File: config.mk
export PLATFORM = sky130hd
export DESIGN_NAME = algofoogle_serial_mult
export DESIGN_NICKNAME = d
export VERILOG_FILES = /design/src/rtl/algofoogle_mult_pkg.sv /design/src/rtl/algofoogle_shift_add_core.sv /design/src/rtl/algofoogle_serial_mult.sv
export SDC_FILE = /design/constraint.sdc
export NUM_CORES = 1
export LEC_CHECK = 0
export CORE_MARGIN = 3
export CORE_UTILIZATION = 55
export CTS_CLUSTER_SIZE = 20
export DETAILED_ROUTE_END_ITERATION = 8
export DONT_BUFFER_PORTS = 1
export PLACE_DENSITY = 0.73
export SYNTH_ARGS = -nofsm -noshare
export SYNTH_HDL_FRONTEND = slang
export SYNTH_SLANG_ARGS = --single-unit
export TNS_END_PERCENT = 50
File: constraint.sdc
create_clock -name clk -period 8.4 [get_ports clk]
set_clock_uncertainty 0.2 [all_clocks]
set_input_delay 2.52 -clock clk [delete_from_list [all_inputs] [get_ports clk]]
set_output_delay 2.52 -clock clk [all_outputs]
set_load 0.02 [all_outputs]
File: src/rtl/algofoogle_mult_pkg.sv
// Shared definitions for the nibble-serial multiplier: FSM state encoding and
// width helpers derived from the operand size.
package algofoogle_mult_pkg;

    typedef enum logic [2:0] {
        ST_LOAD_A,
        ST_LOAD_B,
        ST_CALC,
        ST_FIX,
        ST_OUT
    } state_t;

    function automatic int op_bits(input int nibbles);
        return 4 * nibbles;
    endfunction

    function automatic int mul_bits(input int nibbles);
        return 8 * nibbles;
    endfunction

    function automatic int cnt_w(input int bits);
        return $clog2(bits + 1);
    endfunction

endpackage

File: src/rtl/algofoogle_shift_add_core.sv
// Radix-2 shift-add unsigned multiplier core: one multiplier bit per cycle,
// first bit retired in the start cycle, done asserted alongside the last step.
module algofoogle_shift_add_core
    import algofoogle_mult_pkg::*;
#(
    parameter int OP_BITS = 16
) (
    input  logic                   clk,
    input  logic                   reset_n,
    input  logic                   start,
    input  logic [OP_BITS-1:0]     a,
    input  logic [OP_BITS-1:0]     b,
    output logic                   done,
    output logic [2*OP_BITS-1:0]   prod
);

    localparam int CNT_W = cnt_w(OP_BITS);
    localparam logic [CNT_W-1:0] LAST_STEP = CNT_W'(OP_BITS - 1);

    logic [OP_BITS-1:0] r_mcand;
    logic [OP_BITS-1:0] r_hi;
    logic [OP_BITS-1:0] r_lo;
    logic [CNT_W-1:0]   r_cnt;
    logic               r_run;

    logic [OP_BITS-1:0] w_mc;
    logic [OP_BITS-1:0] w_hi;
    logic [OP_BITS-1:0] w_lo;
    logic [OP_BITS:0]   w_sum;

    // The start cycle operates on the fresh operands so no extra load cycle is spent.
    always_comb begin
        w_mc  = start ? a : r_mcand;
        w_hi  = start ? '0 : r_hi;
        w_lo  = start ? b : r_lo;
        w_sum = {1'b0, w_hi} + (w_lo[0] ? {1'b0, w_mc} : '0);
    end

    assign done = r_run && (r_cnt == LAST_STEP);
    assign prod = {r_hi, r_lo};

    always_ff @(posedge clk or negedge reset_n) begin
        if (!reset_n) begin
            r_mcand <= '0;
            r_hi    <= '0;
            r_lo    <= '0;
            r_cnt   <= '0;
            r_run   <= 1'b0;
        end else if (start || r_run) begin
            r_mcand <= w_mc;
            r_hi    <= w_sum[OP_BITS:1];
            r_lo    <= {w_sum[0], w_lo[OP_BITS-1:1]};
            r_cnt   <= start ? CNT_W'(1) : r_cnt + CNT_W'(1);
            r_run   <= start ? 1'b1 : !done;
        end
    end

endmodule

File: src/rtl/algofoogle_serial_mult.sv
// Nibble-serial multiplier top: nibble loader, sign handling, FSM and byte output.
// Define SERIAL_MULT_ACCUM_EN to add a wrapping product accumulator and acc_clr.
module algofoogle_serial_mult
    import algofoogle_mult_pkg::*;
#(
    parameter int OP_NIBBLES = 4
) (
    input  logic       clk,
    input  logic       reset_n,
    input  logic [3:0] nib_in,
    input  logic       nib_valid,
    input  logic       signed_en,
`ifdef SERIAL_MULT_ACCUM_EN
    input  logic       acc_clr,
`endif
    output logic       busy,
    output logic [7:0] byte_out,
    output logic       byte_valid,
    input  logic       byte_ready
);

    localparam int OP_BITS  = op_bits(OP_NIBBLES);
    localparam int MUL_BITS = mul_bits(OP_NIBBLES);
    localparam int CNT_W    = cnt_w(OP_BITS);
    localparam logic [CNT_W-1:0] LAST_NIB = CNT_W'(OP_NIBBLES - 1);

    state_t              r_state;
    logic [CNT_W-1:0]    r_cnt;
    logic [OP_BITS-1:0]  r_a;
    logic [OP_BITS-1:0]  r_b;
    logic                r_signed;
    logic                r_neg;
    logic [MUL_BITS-1:0] r_prod;
`ifdef SERIAL_MULT_ACCUM_EN
    logic [MUL_BITS-1:0] r_acc;
`endif

    logic                w_start;
    logic                w_done;
    logic [OP_BITS-1:0]  w_a_mag;
    logic [OP_BITS-1:0]  w_b_mag;
    logic [MUL_BITS-1:0] w_core_prod;
    logic [MUL_BITS-1:0] w_result;

    assign w_start = (r_state == ST_CALC) && (r_cnt == '0);

    // -2^(OP_BITS-1) negates to itself, which reads correctly as an unsigned magnitude.
    assign w_a_mag  = (r_signed && r_a[OP_BITS-1]) ? -r_a : r_a;
    assign w_b_mag  = (r_signed && r_b[OP_BITS-1]) ? -r_b : r_b;
    assign w_result = r_neg ? -w_core_prod : w_core_prod;

    assign busy       = (r_state == ST_CALC) || (r_state == ST_FIX) || (r_state == ST_OUT);
    assign byte_valid = (r_state == ST_OUT);
    assign byte_out   = byte_valid ? r_prod[MUL_BITS-1 -: 8] : 8'h00;

    algofoogle_shift_add_core #(
        .OP_BITS (OP_BITS)
    ) u_core (
        .clk     (clk),
        .reset_n (reset_n),
        .start   (w_start),
        .a       (w_a_mag),
        .b       (w_b_mag),
        .done    (w_done),
        .prod    (w_core_prod)
    );

    always_ff @(posedge clk or negedge reset_n) begin
        if (!reset_n) begin
            r_state  <= ST_LOAD_A;
            r_cnt    <= '0;
            r_a      <= '0;
            r_b      <= '0;
            r_signed <= 1'b0;
            r_neg    <= 1'b0;
            r_prod   <= '0;
`ifdef SERIAL_MULT_ACCUM_EN
            r_acc    <= '0;
`endif
        end else begin
            case (r_state)
                ST_LOAD_A: begin
`ifdef SERIAL_MULT_ACCUM_EN
                    if (acc_clr) r_acc <= '0;
`endif
                    if (nib_valid) begin
                        r_a <= (r_a << 4) | OP_BITS'(nib_in);
                        if (r_cnt == '0) r_signed <= signed_en;
                        if (r_cnt == LAST_NIB) begin
                            r_cnt   <= '0;
                            r_state <= ST_LOAD_B;
                        end else begin
                            r_cnt <= r_cnt + CNT_W'(1);
                        end
                    end
                end
                ST_LOAD_B: begin
`ifdef SERIAL_MULT_ACCUM_EN
                    if (acc_clr) r_acc <= '0;
`endif
                    if (nib_valid) begin
                        r_b <= (r_b << 4) | OP_BITS'(nib_in);
                        if (r_cnt == LAST_NIB) begin
                            r_cnt   <= '0;
                            r_state <= ST_CALC;
                        end else begin
                            r_cnt <= r_cnt + CNT_W'(1);
                        end
                    end
                end
                ST_CALC: begin
                    if (w_start) r_neg <= r_signed & (r_a[OP_BITS-1] ^ r_b[OP_BITS-1]);
                    if (w_done) begin
                        r_cnt   <= '0;
                        r_state <= ST_FIX;
                    end else begin
                        r_cnt <= r_cnt + CNT_W'(1);
                    end
                end
                ST_FIX: begin
`ifdef SERIAL_MULT_ACCUM_EN
                    r_acc  <= r_acc + w_result;
                    r_prod <= r_acc + w_result;
`else
                    r_prod <= w_result;
`endif
                    r_state <= ST_OUT;
                end
                ST_OUT: begin
                    if (byte_ready) begin
                        r_prod <= r_prod << 8;
                        if (r_cnt == LAST_NIB) begin
                            r_cnt   <= '0;
                            r_state <= ST_LOAD_A;
                        end else begin
                            r_cnt <= r_cnt + CNT_W'(1);
                        end
                    end
                end
                default: r_state <= ST_LOAD_A;
            endcase
        end
    end

endmodule

==> results of run 1 <==
cell type report:
type,instances,area [µm²],area share
Timing Repair Buffer,6,45.0,0.00548
Clock buffer,24,462,0.0562
Clock inverter,7,62.6,0.00761
Inverter,18,67.6,0.00822
Tap cell,176,220,0.0268
Multi-Input combinational cell,631,4160,0.506
Sequential cell,128,3200,0.390
through the flow:
stage / utilization / setup WS (ns) / std cells / hold WS (ns) / total power, mW
3_5_place_dp: 0.574 / 3.81 / 959 / 0.266 / 1.45
3_3_place_gp: 0.574 / 3.85 / 959 / 0.262 / 1.42
4_1_cts: 0.613 / 3.35 / 990 / 0.278 / 2.13
2_1_floorplan: - / 3.85 / 821 / 0.242 / 1.32
6_report: 0.613 / 3.37 / 990 / 0.272 / 2.12
5_1_grt: 0.613 / 3.22 / 990 / 0.294 / 2.25
critical path: cells and delay by family, from the launching register on:
| kind | cells | cell delay [ns] |
|---|---|---|
| buffers and inverters | 1 | 0.42 |
| flip-flops | 1 | 0.48 |
| AND/OR/NAND/NOR | 2 | 0.99 |
final timing paths:
path | cells after the start | end | slack [ns] | from
worst max-delay path | 3 | byte_out[5] | 3.37 | r_state[0]
worst min-delay path | 2 | r_prod[0] | 0.27 | r_prod[0]
worst max register to register | 15 | u_core.r_hi[14] | 4.13 | r_cnt[0]
worst min register to register | 2 | r_prod[0] | 0.27 | r_prod[0]
max in group asynchronous | 0 | r_a[7] | 6.14 | reset_n
min in group asynchronous | 0 | r_cnt[3] | 1.60 | reset_n
power breakdown:
group | internal, mW | switching, mW | leakage, nW
Combinational | 0.255 | 0.270 | 1.75
Clock | 0.410 | 0.264 | 0.258
Sequential | 0.754 | 0.171 | 1.60
cells in the final DEF, fill, tap and decap left out, types with 17 or more instances in the layout:
master,count
sky130_fd_sc_hd__ha_1,23
sky130_fd_sc_hd__nor2b_1,22
sky130_fd_sc_hd__clkbuf_16,17
sky130_fd_sc_hd__xor2_1,32
sky130_fd_sc_hd__mux2_2,26
sky130_fd_sc_hd__o21ai_0,81
sky130_fd_sc_hd__xnor2_1,38
sky130_fd_sc_hd__a21oi_1,53
sky130_fd_sc_hd__inv_1,17
sky130_fd_sc_hd__dfrtp_1,128
sky130_fd_sc_hd__mux2i_1,21
sky130_fd_sc_hd__nand2_1,107
sky130_fd_sc_hd__nor2_1,39
sky130_fd_sc_hd__and2_1,30
routing by layer:
layer	part of all wire	GRT usage
met4	0.015	0.0920
met2	0.46	0.361
met1	0.47	0.320
met3	0.051	0.0527
met5	0	0
cells by family after synthesis:
family,share of synthesized area
AO/OA/AOI/OAI,0.164
XOR/XNOR,0.0805
adder cells (fa/ha/maj),0.0404
buffers and inverters,0.0343
flip-flops,0.420
multiplexers,0.0660
AND/OR/NAND/NOR,0.194
flip-flops by register name, indices dropped and copies added, names as in the netlist, 3 cells and up:
register        count
r_b                16
r_cnt               5
u_core.r_hi        16
r_state             3
u_core.r_lo        16
u_core.r_mcand     16
r_a                16
r_prod             32
u_core.r_cnt        5
==> results.rst, run 1 <==
.. list-table::
   :header-rows: 1

   * - Metric
     - Value
   * - Number of synthesized flops with an enable pin
     - 0
   * - Fraction of final layout cells with drive strength greater than 1
     - 0.0958
   * - Final TNS setup
     - 0 ns
   * - Cell area after layout
     - 8220 µm²
   * - Number of maximum-capacitance violations
     - 0
   * - Post-detailed-route via-to-cell ratio
     - roughly 6
   * - Initial antenna violation count
     - 0
   * - Capturing element type of the critical path
     - primary output
   * - Gates resized, CTS repair
     - 0
   * - Synthesized netlist net count
     - 854
   * - Total number of vias
     - approximately 6000
   * - Type of the worst setup path
     - register to primary output
   * - Starting density of the core
     - 0.569
   * - Synthesis warning total
     - 0
   * - Pwr/cell area
     - 259 nW/µm²
   * - Total CTS buffers
     - 17
   * - Syn Inst Count
     - 821
   * - Part of the Yosys area used for sequential elements
     - 0.420
   * - Worst hold path class
     - register to register
   * - Final hold violation count
     - 0
   * - Number of hold buffers added after cts
     - 0
   * - Biggest area contributors in the synthesized netlist
     - sky130_fd_sc_hd__dfrtp_1, sky130_fd_sc_hd__o21ai_0, sky130_fd_sc_hd__nand2_1, sky130_fd_sc_hd__xnor2_1, sky130_fd_sc_hd__mux2_2
   * - Die height
     - 124 µm
   * - Fmax
     - 0.199 GHz
   * - Post-synthesis cell type count
     - 66
   * - Number of sinks on the clock net
     - 128
   * - Largest driver fanout on the critical path
     - 20
   * - Startpoint types
     - register
   * - Count of inserted antenna diode cells
     - 0
   * - Antenna violation net count after detailed routing
     - 0
   * - Syn Area/Cell
     - 9.28 µm²
   * - Row count
     - 42
   * - TritonCTS clock tree
     - yes
   * - Buffers inserted by post-CTS timing repair
     - 0
   * - Actual transition at the worst max-transition pin
     - 0.935 ns
   * - Run status
     - finished, final reports clean
   * - Netlist area before placement
     - 7620 µm²
   * - Commonest cells in the netlist
     - sky130_fd_sc_hd__dfrtp_1, sky130_fd_sc_hd__nand2_1, sky130_fd_sc_hd__o21ai_0, sky130_fd_sc_hd__a21oi_1, sky130_fd_sc_hd__nor2_1
   * - Total global routing overflow
     - 0
   * - Static Leak
     - ~3.6 nW
   * - Portion of synthesized cell area occupied by the leading cell type
     - 0.420
   * - Gp weighted congestion
     - 0.898
   * - Synthesis-to-finish area growth
     - 7.82%
   * - # DRC
     - 0
   * - Vias in the first global route
     - 5830
   * - Filler Cells Inserted
     - 1138
   * - Detail Placement HPWL
     - around 12000 µm
   * - Clock slew seen by the registers of the worst setup and hold paths
     - 0.06 ns
   * - Final critical-path share of the clock period
     - 0.599
   * - Post-place instance area
     - 7690 µm²
   * - Clock root buffer
     - sky130_fd_sc_hd__clkbuf_16
   * - Slowest Stage Delay on Critical Path
     - 0.68 ns
   * - Number of H-tree levels
     - 4
   * - Wire length of the first global-routing pass
     - 28200 µm
   * - Core region area
     - 13400 µm²
   * - Cell type contributing the most total cell area after synthesis
     - sky130_fd_sc_hd__dfrtp_1
   * - Maximum count of clock buffers along a single path
     - 2
   * - Maximum number of pins on one net before global-route repair
     - 129
   * - Final WL
     - 16900 µm
   * - Required @ worst endpoint
     - ~5.7 ns
   * - Ys flop type
     - sky130_fd_sc_hd__dfrtp_1
   * - Most used standard cell by instance count after synthesis
     - sky130_fd_sc_hd__dfrtp_1
   * - Net count of the finished layout
     - 835
   * - Final setup violation count
     - 0
   * - Aggregate global-route resource usage
     - 0.234
   * - First-iteration detailed-routing DRC count
     - 438
   * - Number of storage elements in the synthesis netlist
     - 128
   * - Number of iterations in the first detailed-routing pass
     - 5
   * - Worst-Skew Late Latency
     - between 0.4 and 0.5 ns
   * - Port Buffers
     - 0
   * - Routed len/inst
     - 17.1 µm
   * - Slew HR
     - 0.376
   * - IO Count
     - 19
   * - Async set-reset flop share out of synthesis
     - 1.00
   * - Critical path cell sequence
     - or3b_1 > inv_2 > and2_1
   * - Total count of max-transition violations in the final report
     - 0
   * - Worst IR drop on VDD
     - 0.203 mV
   * - Worst path slowest cell
     - sky130_fd_sc_hd__or3b_1
   * - Unrepaired setup endpoints after global routing
     - no
   * - Die Outline Area
     - 15300 µm²
   * - Arrival time of the worst setup path
     - 2.31 ns
   * - Time the final worst path needs with I/O delays and setup
     - 5.03 ns
   * - Die X
     - ~120 µm
Note: power is estimated with default switching activity, not from simulation.
==> inputs of run 2 (changes only) <==
==> constraint.sdc (replaced) <==
create_clock -name clk -period 5.2 [get_ports clk]
set_clock_uncertainty 0.2 [all_clocks]
set_input_delay 1.56 -clock clk [delete_from_list [all_inputs] [get_ports clk]]
set_output_delay 1.56 -clock clk [all_outputs]
set_load 0.02 [all_outputs]
==> results.rst, run 2 (same netlist as run 1, synthesis figures left out) <==
.. list-table::
   :header-rows: 1

   * - Metric
     - Value
   * - Final cell count without fillers
     - 990
   * - Slew HR
     - 0.344
   * - Beginning of the worst hold path
     - r_prod[0]
   * - Row count
     - 42
   * - Worst hold path class
     - register to register
   * - Endpoint of the worst-slack reg-to-reg timing path
     - u_core.r_hi[7]
   * - Number of hold buffers added after cts
     - 0
   * - Total count of max-transition violations in the final report
     - 0
   * - Wire length the detailed router placed on met1
     - 7870 µm
   * - Largest driver fanout on the critical path
     - 30
   * - TritonCTS clock tree
     - yes
   * - Run status
     - finished, final reports clean
   * - Aggregate global-route resource usage
     - 0.245
   * - Final Worst Setup Slack
     - 1.04 ns
   * - Reg2Reg Setup Slack
     - 1.04 ns
   * - Worst flop-to-flop path startpoint
     - r_cnt[0]
   * - Part of the power in combinational logic
     - 0.234
   * - Routed met3 length
     - 877 µm
   * - Port Buffers
     - 0
   * - Clock share of power
     - 0.353
   * - Static Leak
     - between 3 and 4 nW
   * - Endpoint of the worst hold path
     - r_prod[0]
   * - Cell area after layout
     - 8330 µm²
   * - Arrival time of the worst setup path
     - 4.23 ns
   * - Number of iterations in the first detailed-routing pass
     - 5
   * - Detail Placement HPWL
     - 12100 µm
   * - Total number of vias
     - 5921
   * - # DRC
     - 0
   * - Share of power burned in registers
     - 0.412
   * - Cell-internal power
     - 2.49 mW
   * - Wire length of the first global-routing pass
     - 29400 µm
   * - Number of H-tree levels
     - 4
   * - Final hold violation count
     - 0
   * - Fmax
     - 0.240 GHz
   * - Total global routing overflow
     - 0
   * - Total CTS buffers
     - 17
   * - Gates resized, CTS repair
     - 0
   * - Pwr/cell area
     - roughly 440 nW/µm²
   * - Clock slew seen by the registers of the worst setup and hold paths
     - 0.06 ns
   * - First-iteration detailed-routing DRC count
     - around 380
   * - Switching part of the total power
     - 0.316
   * - Routed len/inst
     - 17.4 µm
   * - Number of maximum-capacitance violations
     - 0
   * - Core region area
     - 13400 µm²
   * - Critical path origin
     - r_cnt[0]
   * - Post-place instance area
     - ~7700 µm²
   * - Die X
     - 124 µm
   * - Fraction of final layout cells with drive strength greater than 1
     - 0.102
   * - Commonest cells after routing, fill and taps aside
     - sky130_fd_sc_hd__dfrtp_1, sky130_fd_sc_hd__nand2_1, sky130_fd_sc_hd__o21ai_0
   * - Net count of the finished layout
     - roughly 840
   * - Required @ worst endpoint
     - ~5.3 ns
   * - Synthesis-to-finish area growth
     - 9.33%
   * - Final WL
     - 17200 µm
   * - Min Hold Slack
     - approximately 0.28 ns
   * - Unrepaired setup endpoints after global routing
     - no
   * - Max FFs per register
     - 32
   * - Final setup violation count
     - 0
   * - Time the final worst path needs with I/O delays and setup
     - 4.16 ns
   * - Worst-Skew Late Latency
     - 0.42 ns
   * - Buffers inserted by post-CTS timing repair
     - 0
   * - Actual transition at the worst max-transition pin
     - 0.983 ns
   * - Startpoint types
     - register
   * - Die Outline Area
     - between 15000 and 20000 µm²
   * - Commonest non-fill, non-tap cell in the layout
     - sky130_fd_sc_hd__dfrtp_1
   * - Vias in the first global route
     - 5828
   * - Post-detailed-route via-to-cell ratio
     - 5.98
   * - Pre-CTS setup slack
     - 1.09 ns
   * - Number of sinks on the clock net
     - 128
   * - Worst reg2reg path depth
     - 15
   * - Maximum number of pins on one net before global-route repair
     - 129
   * - Number of placed instances with taps included
     - 960
   * - Type of the worst setup path
     - register to register
   * - Storage cell area
     - 3200 µm²
   * - Starting density of the core
     - 0.569
   * - Worst IR drop on VDD
     - 0.311 mV
   * - Final critical-path share of the clock period
     - 0.801
   * - Maximum count of clock buffers along a single path
     - 2
   * - Worst Hold Depth
     - 2
   * - IO Count
     - 19
   * - Clock root buffer
     - sky130_fd_sc_hd__clkbuf_16
   * - Antenna violation net count after detailed routing
     - 0
   * - Multi-input gate area in the final layout
     - 4160 µm²
   * - Die height
     - roughly 120 µm
   * - Filler Cells Inserted
     - 1127
   * - Initial antenna violation count
     - 0
   * - Top Metal Used
     - met4
   * - Register with the most flip-flops
     - r_prod
   * - Total net switching power
     - 1.15 mW
   * - Count of inserted antenna diode cells
     - 0
   * - Amount of wire on met2 after detailed routing
     - 8150 µm
   * - Final TNS setup
     - 0 ns
   * - Gp weighted congestion
     - 0.932
   * - Capturing element type of the critical path
     - register
==> run 2: cell types whose count changed in the layout (fill, tap and decap cells not counted) <==
cell / delta
sky130_fd_sc_hd__clkbuf_1: -5
sky130_fd_sc_hd__bufinv_16: +4
sky130_fd_sc_hd__clkinv_2: -2
sky130_fd_sc_hd__buf_4: +1
sky130_fd_sc_hd__clkinv_4: +1
sky130_fd_sc_hd__clkinvlp_4: +1
==> run 2: worst max path at each step <==
stage	to	slack, ns	cells after the start
after floorplan	u_core.r_hi[12]	1.52	14
after global placement	u_core.r_hi[12]	1.24	13
after detailed placement	u_core.r_hi[12]	1.09	13
after CTS	u_core.r_hi[7]	1.04	15
after global routing	u_core.r_hi[7]	0.67	15
final	u_core.r_hi[7]	1.04	15
==> run 2: worst max-delay path, stage by stage (launching register included) <==
cell                       delay [ns]
sky130_fd_sc_hd__dfrtp_1         0.42
sky130_fd_sc_hd__inv_1           0.08
sky130_fd_sc_hd__ha_1            0.14
sky130_fd_sc_hd__nor4b_2         0.28
sky130_fd_sc_hd__nand2_1         0.58
sky130_fd_sc_hd__nand2_1         0.21
sky130_fd_sc_hd__o21ai_0         0.12
sky130_fd_sc_hd__nor2b_1         0.18
sky130_fd_sc_hd__ha_1            0.21
sky130_fd_sc_hd__fa_1            0.41
sky130_fd_sc_hd__a21oi_1         0.24
sky130_fd_sc_hd__nor2_1          0.12
sky130_fd_sc_hd__o21a_1          0.19
sky130_fd_sc_hd__o21ai_0         0.27
sky130_fd_sc_hd__nand4b_1        0.17
sky130_fd_sc_hd__o311ai_0        0.19
==> run 2: metal layers <==
layer,track usage,up-vias
met5,0,-
met4,0.0879,0
met3,0.0554,23
met2,0.388,156
met1,0.331,2886
li1,-,2856
==> run 2: power by group through the flow <==
stage               registers, mW  clock network [mW]  logic [mW]
finish                       1.50                1.28       0.850
global route                 1.53                1.35       0.960
CTS                          1.49                1.30       0.852
detailed placement           1.51                   0       0.844
global placement             1.49                   0       0.802
floorplan                    1.41                   0       0.722
==> run 2: cell type report <==
cell class,count,area share
Multi-Input combinational cell,631,0.499
Inverter,18,0.00811
Clock buffer,19,0.0532
Timing Repair Buffer,7,0.00631
Clock inverter,11,0.0227
Tap cell,176,0.0264
Sequential cell,128,0.384
==> run 2: per-stage QoR <==
stage,total power [mW],utilization
after floorplan,2.13,-
after global placement,2.29,0.575
after detailed placement,2.35,0.575
after CTS,3.64,0.622
after global routing,3.85,0.622
final,3.63,0.622
==> RTL change 1, RTL diff (settings of run 2) <==
Build with the macro `SERIAL_MULT_ACCUM_EN` defined.
--- a/src/rtl/algofoogle_serial_mult.sv
+++ b/src/rtl/algofoogle_serial_mult.sv
@@ -1,4 +1,6 @@
 // Nibble-serial multiplier top: nibble loader, sign handling, FSM and byte output.
 // Define SERIAL_MULT_ACCUM_EN to add a wrapping product accumulator and acc_clr.
+`define SERIAL_MULT_ACCUM_EN
+
 module algofoogle_serial_mult
     import algofoogle_mult_pkg::*;
Interface: changed (added acc_clr); port bits go from 19 to 20. No check against the original RTL was run, so the function may have changed too.
==> RTL change 1 against run 2 <==
Die area up 32%. Count of clock-buffer cells in the layout up 1. Clock power up 8%. Fmax down 12%. Critical endpoint is now r_acc[29]$_DFFE_PN0P_. Total power up 65%. Sequential power up 41%. Worst setup slack worse by 0.57 ns. Synthesized area up 34%. Sequential cell count up 32. Via count up 33%. Routed wire length up 27%. Design area up 33%. Critical path depth up 3.
==> RTL change 1: results (changes against run 2) <==
metric;value;unit;change
outcome;finished clean;;
multiInputGateArea;0.00597;mm2;+44%
ir_drop;0.319;mV;+2.5%
gp_congestion;0.881;;-5.5%
hp-start;u_core.r_mcand[7]$_DFFE_PN0P_;;
grt_pass1_vias;7628;;+31%
drtIter0Drc;516;;+36%
fill_cells;1513;;+34%
ys_seq_area_frac;0.392;;-0.0283
cpPeakStageDelay;0.45;ns;-0.13 ns
seq_area_frac;0.360;;-0.0240
placedCellCount;1344;;+40%
worstRegToRegCells;18;;+3
ys_warn_count;0;;unchanged
p_per_area;539;mW/mm2;+24%
final_nets;1205;;+44%
nClkBuffers;20;;+1
cpMaxStageDelayCell;dfrtp_1;;
inverters;25;;+7
cp_top_family;compound AO/OA/AOI/OAI gates;;
worstPathArrival;4.83;ns;+0.60 ns
rrSetupSlack;0.46;ns;-0.57 ns
synth.top_cells.by_count;nand2_1 (187), dfrtp_1 (160), o21ai_0 (111);;
grt_pass1_wl;37.4;mm;+28%
instances_no_fill;1375;;+39%
worstPathMaxFanout;7;;-77%
ys_seq_elements;160;;+25%
grt_use_met3;0.0339;;-0.0215
use_met1;0.325;;-0.00593
die_w;142;um;+15%
vias;7898;;+33%
holdWs;0.266;ns;-0.0117 ns
synth.avg_cell_area;8.88;um2;-4.3%
r2r_end;r_acc[29]$_DFFE_PN0P_;;
nMultiInputCombCells;915;;+45%
grt_use_total;0.225;;-0.0194
nNonClkBuffers;15;;+8
post_route_cells_drive_above_1_share;0.0846;;-0.0173
leakage;5.20;nW;+42%
post-place-ws;0.0147;ns;-1.07 ns
synthDistinctLibCells;52;;-21%
post_cts_resized;1;;+1
m1WireLength;10.8;mm;+37%
grt_max_degree;161;;+25%
place_area;0.0104;mm2;+35%
tightest_slew;0.859;ns;-0.124 ns
grt_use_met2;0.357;;-0.0307
clock_area_frac;0.0580;;-0.0178
antennaDiodeCount;0;;unchanged
dp_hpwl;15.6;mm;+30%
r2r-start;u_core.r_lo[0]$_DFFE_PN0P_;;
totalWireLength;21.8;mm;+27%
whs_endpoint;u_core.r_mcand[7]$_DFFE_PN0P_;;
wl_met2;10.0;mm;+23%
non_clock_buffer_area_share;0.0101;;+0.00383
wl_met3;677;um;-23%
yosys-top-cells-area;dfrtp_1 (39%), ha_1 (7.2%), nand2_1 (6.9%);;
==> RTL change 1: report_power, final <==
part | total (mW) | internal (mW) | switching, mW | leakage (nW)
combinational | 2.49 | 1.09 | 1.40 | 2.81
clock | 1.38 | 0.846 | 0.534 | 0.317
sequential | 2.12 | 1.67 | 0.447 | 2.08
==> RTL change 1: kinds of logic (layout without fill, tap and decap cells) <==
group                      Yosys count  count (layout)  synth area share
and+or+nand+nor                    406             406             0.187
AOI/OAI and AO/OA                  299             299             0.179
DFF                                160             160             0.392
xor gates and xnor gates            99              99            0.0849
buffers and inverters               75              71            0.0276
adders and majority gates           61              61            0.0762
muxes                               50              50            0.0528
==> RTL change 1: worst reg2reg max path, delay by kind of cell, from the launching register on <==
family | cells | cell delay, ns
AOI/OAI and AO/OA | 8 | 1.55
and+or+nand+nor | 5 | 1.41
adders and majority gates | 2 | 0.49
DFF | 1 | 0.45
xor gates and xnor gates | 2 | 0.40
buffers and inverters | 1 | 0.11
==> RTL change 1: worst max-delay path by stage <==
stage	start	end	slack, ns	cells after the start
floorplan	r_cnt[0]$_DFFE_PN0P_	u_core.r_hi[15]$_DFFE_PN0P_	0.33	19
global placement	r_cnt[0]$_DFFE_PN0P_	u_core.r_hi[15]$_DFFE_PN0P_	0.15	18
detailed placement	r_cnt[0]$_DFFE_PN0P_	u_core.r_hi[15]$_DFFE_PN0P_	0.01	18
CTS	r_cnt[0]$_DFFE_PN0P_	u_core.r_hi[15]$_DFFE_PN0P_	0.07	18
global route	r_cnt[0]$_DFFE_PN0P_	u_core.r_hi[15]$_DFFE_PN0P_	0.04	19
finish	u_core.r_lo[0]$_DFFE_PN0P_	r_acc[29]$_DFFE_PN0P_	0.46	18
==> RTL change 2, RTL diff (config.mk and constraints of run 2) <==
Made on the original files. Make the reset (`reset_n`) synchronous in 2 clocked blocks.
--- a/src/rtl/algofoogle_shift_add_core.sv
+++ b/src/rtl/algofoogle_shift_add_core.sv
@@ -40,5 +40,5 @@
     assign prod = {r_hi, r_lo};
 
-    always_ff @(posedge clk or negedge reset_n) begin
+    always_ff @(posedge clk) begin
         if (!reset_n) begin
             r_mcand <= '0;
--- a/src/rtl/algofoogle_serial_mult.sv
+++ b/src/rtl/algofoogle_serial_mult.sv
@@ -66,5 +66,5 @@
     );
 
-    always_ff @(posedge clk or negedge reset_n) begin
+    always_ff @(posedge clk) begin
         if (!reset_n) begin
             r_state  <= ST_LOAD_A;
Behaviour: differs if reset_n is asserted again (counterexample within 10 cycles, from zero or initial values and one cycle with reset_n low); with reset_n held inactive, the same outputs for 10 cycles.
==> RTL change 2 against run 2 <==
Sequential cell count unchanged. Design area decreased by 5.0%. Synthesized area decreased by 4.9%. Worst setup slack got worse by 0.099 ns. Register-to-register slack got worse by 0.09 ns. Critical endpoint is now byte_valid. Routed wire length increased by 5.3%.
Power is not compared: it rests on default switching activity, and its combinational part moved more than twofold at a synthesized area within 25%.
==> RTL change 2: results (changes against run 2) <==
metric;value;unit;change
grt_pass1_vias;6055;;+3.9%
post-place-ws;1.06;ns;-0.0221 ns
yosys-top-cells-area;dfxtp_1 (35%), a21oi_1 (6.6%), nand2_1 (6.5%);;
place_area;0.00734;mm2;-4.7%
cpMaxStageDelayCell;inv_1;;
final_nets;928;;+11%
synthesis.nets;956;;+12%
die_w;121;um;-2.4%
muxShareOfSynthArea;0.0325;;-0.0335
synthDistinctLibCells;60;;-9.1%
grt_max_degree;46;;-64%
synth_flop_cell;dfxtp_1;;
antennaDiodeCount;0;;unchanged
timing.critical_path.from;r_state[2]$_SDFFE_PN0P_;;
worstPathMaxFanout;20;;-33%
gp_congestion;0.954;;+2.3%
synth-xor-area-share;0.0810;;+0.000542
outcome;finished clean;;
grt_use_total;0.256;;+0.0112
grt_pass1_wl;30.2;mm;+2.7%
hp-start;r_prod[17]$_SDFFE_PN0P_;;
synthAdderAreaFrac;0.0425;;+0.00209
instances_no_fill;1080;;+9.1%
r2r-start;r_state[1]$_SDFFE_PN0P_;;
cpPeakStageDelay;0.60;ns;+0.02 ns
placedCellCount;1048;;+9.2%
worstSetupPathType;flop to output pin;;
worstRegToRegCells;13;;-2
ys_seq_area_frac;0.354;;-0.0666
tightest_slew;0.900;ns;-0.0830 ns
synth-compound-area-share;0.218;;+0.0539
synth.avg_cell_area;7.85;um2;-15%
async_reset_ff_frac;0;;-1.00
worstPathArrival;2.50;ns;-1.73 ns
cp_top_family;buffers and inverters;;
synth.top_cells.by_count;dfxtp_1 (128), nand2_1 (125), a21oi_1 (95);;
dp_hpwl;12.7;mm;+5.1%
drtIter0Drc;588;;+55%
[RTL change 2: cell types whose count changed after synthesis, moves of 8 or more]
cell | before | now
nand2_1 | 107 | 125
nor2_1 | 39 | 93
nor2b_1 | 22 | 2
a21oi_1 | 53 | 95
dfrtp_1 | 128 | 0
a211oi_1 | 4 | 17
dfxtp_1 | 0 | 128
o211ai_1 | 2 | 10
clkbuf_1 | 27 | 50
nand3_1 | 16 | 28
o21ai_0 | 81 | 42
buf_2 | 11 | 1
a31oi_1 | 4 | 16
mux2_2 | 26 | 4
[RTL change 2: cell type report]
class                           count  area (um2)
Fill cell                        1125        4860
Sequential cell                   128        2560
Clock buffer                       22         494
Tap cell                          172         215
Clock inverter                     10        83.8
Inverter                           17        63.8
Timing Repair Buffer               12        90.1
Multi-Input combinational cell    719        4400
[RTL change 2: worst paths after layout]
path / to / slack [ns]
setup reg to reg: u_core.r_hi[14]$_SDFFE_PN0P_ / 0.95
setup / recovery: byte_valid / 0.94
hold / removal: r_prod[17]$_SDFFE_PN0P_ / 0.26
hold reg to reg: r_prod[17]$_SDFFE_PN0P_ / 0.26
[RTL change 2: layer usage]
metal | GRT usage | up-vias | share of wire
li1 | - | 3232 | -
met1 | 0.352 | 3100 | 0.45
met2 | 0.407 | 213 | 0.46
met3 | 0.0524 | 29 | 0.067
met4 | 0.0772 | 0 | 0.017
met5 | 0 | - | 0
[RTL change 2: power by group through the flow]
stage               logic, mW  registers (mW)  clock network, mW
floorplan              0.0491            1.01                  0
global placement       0.0562            1.02                  0
detailed placement     0.0579            1.02                  0
CTS                    0.0584           0.997               1.15
global route           0.0655           0.998               1.20
finish                 0.0593           0.998               1.14
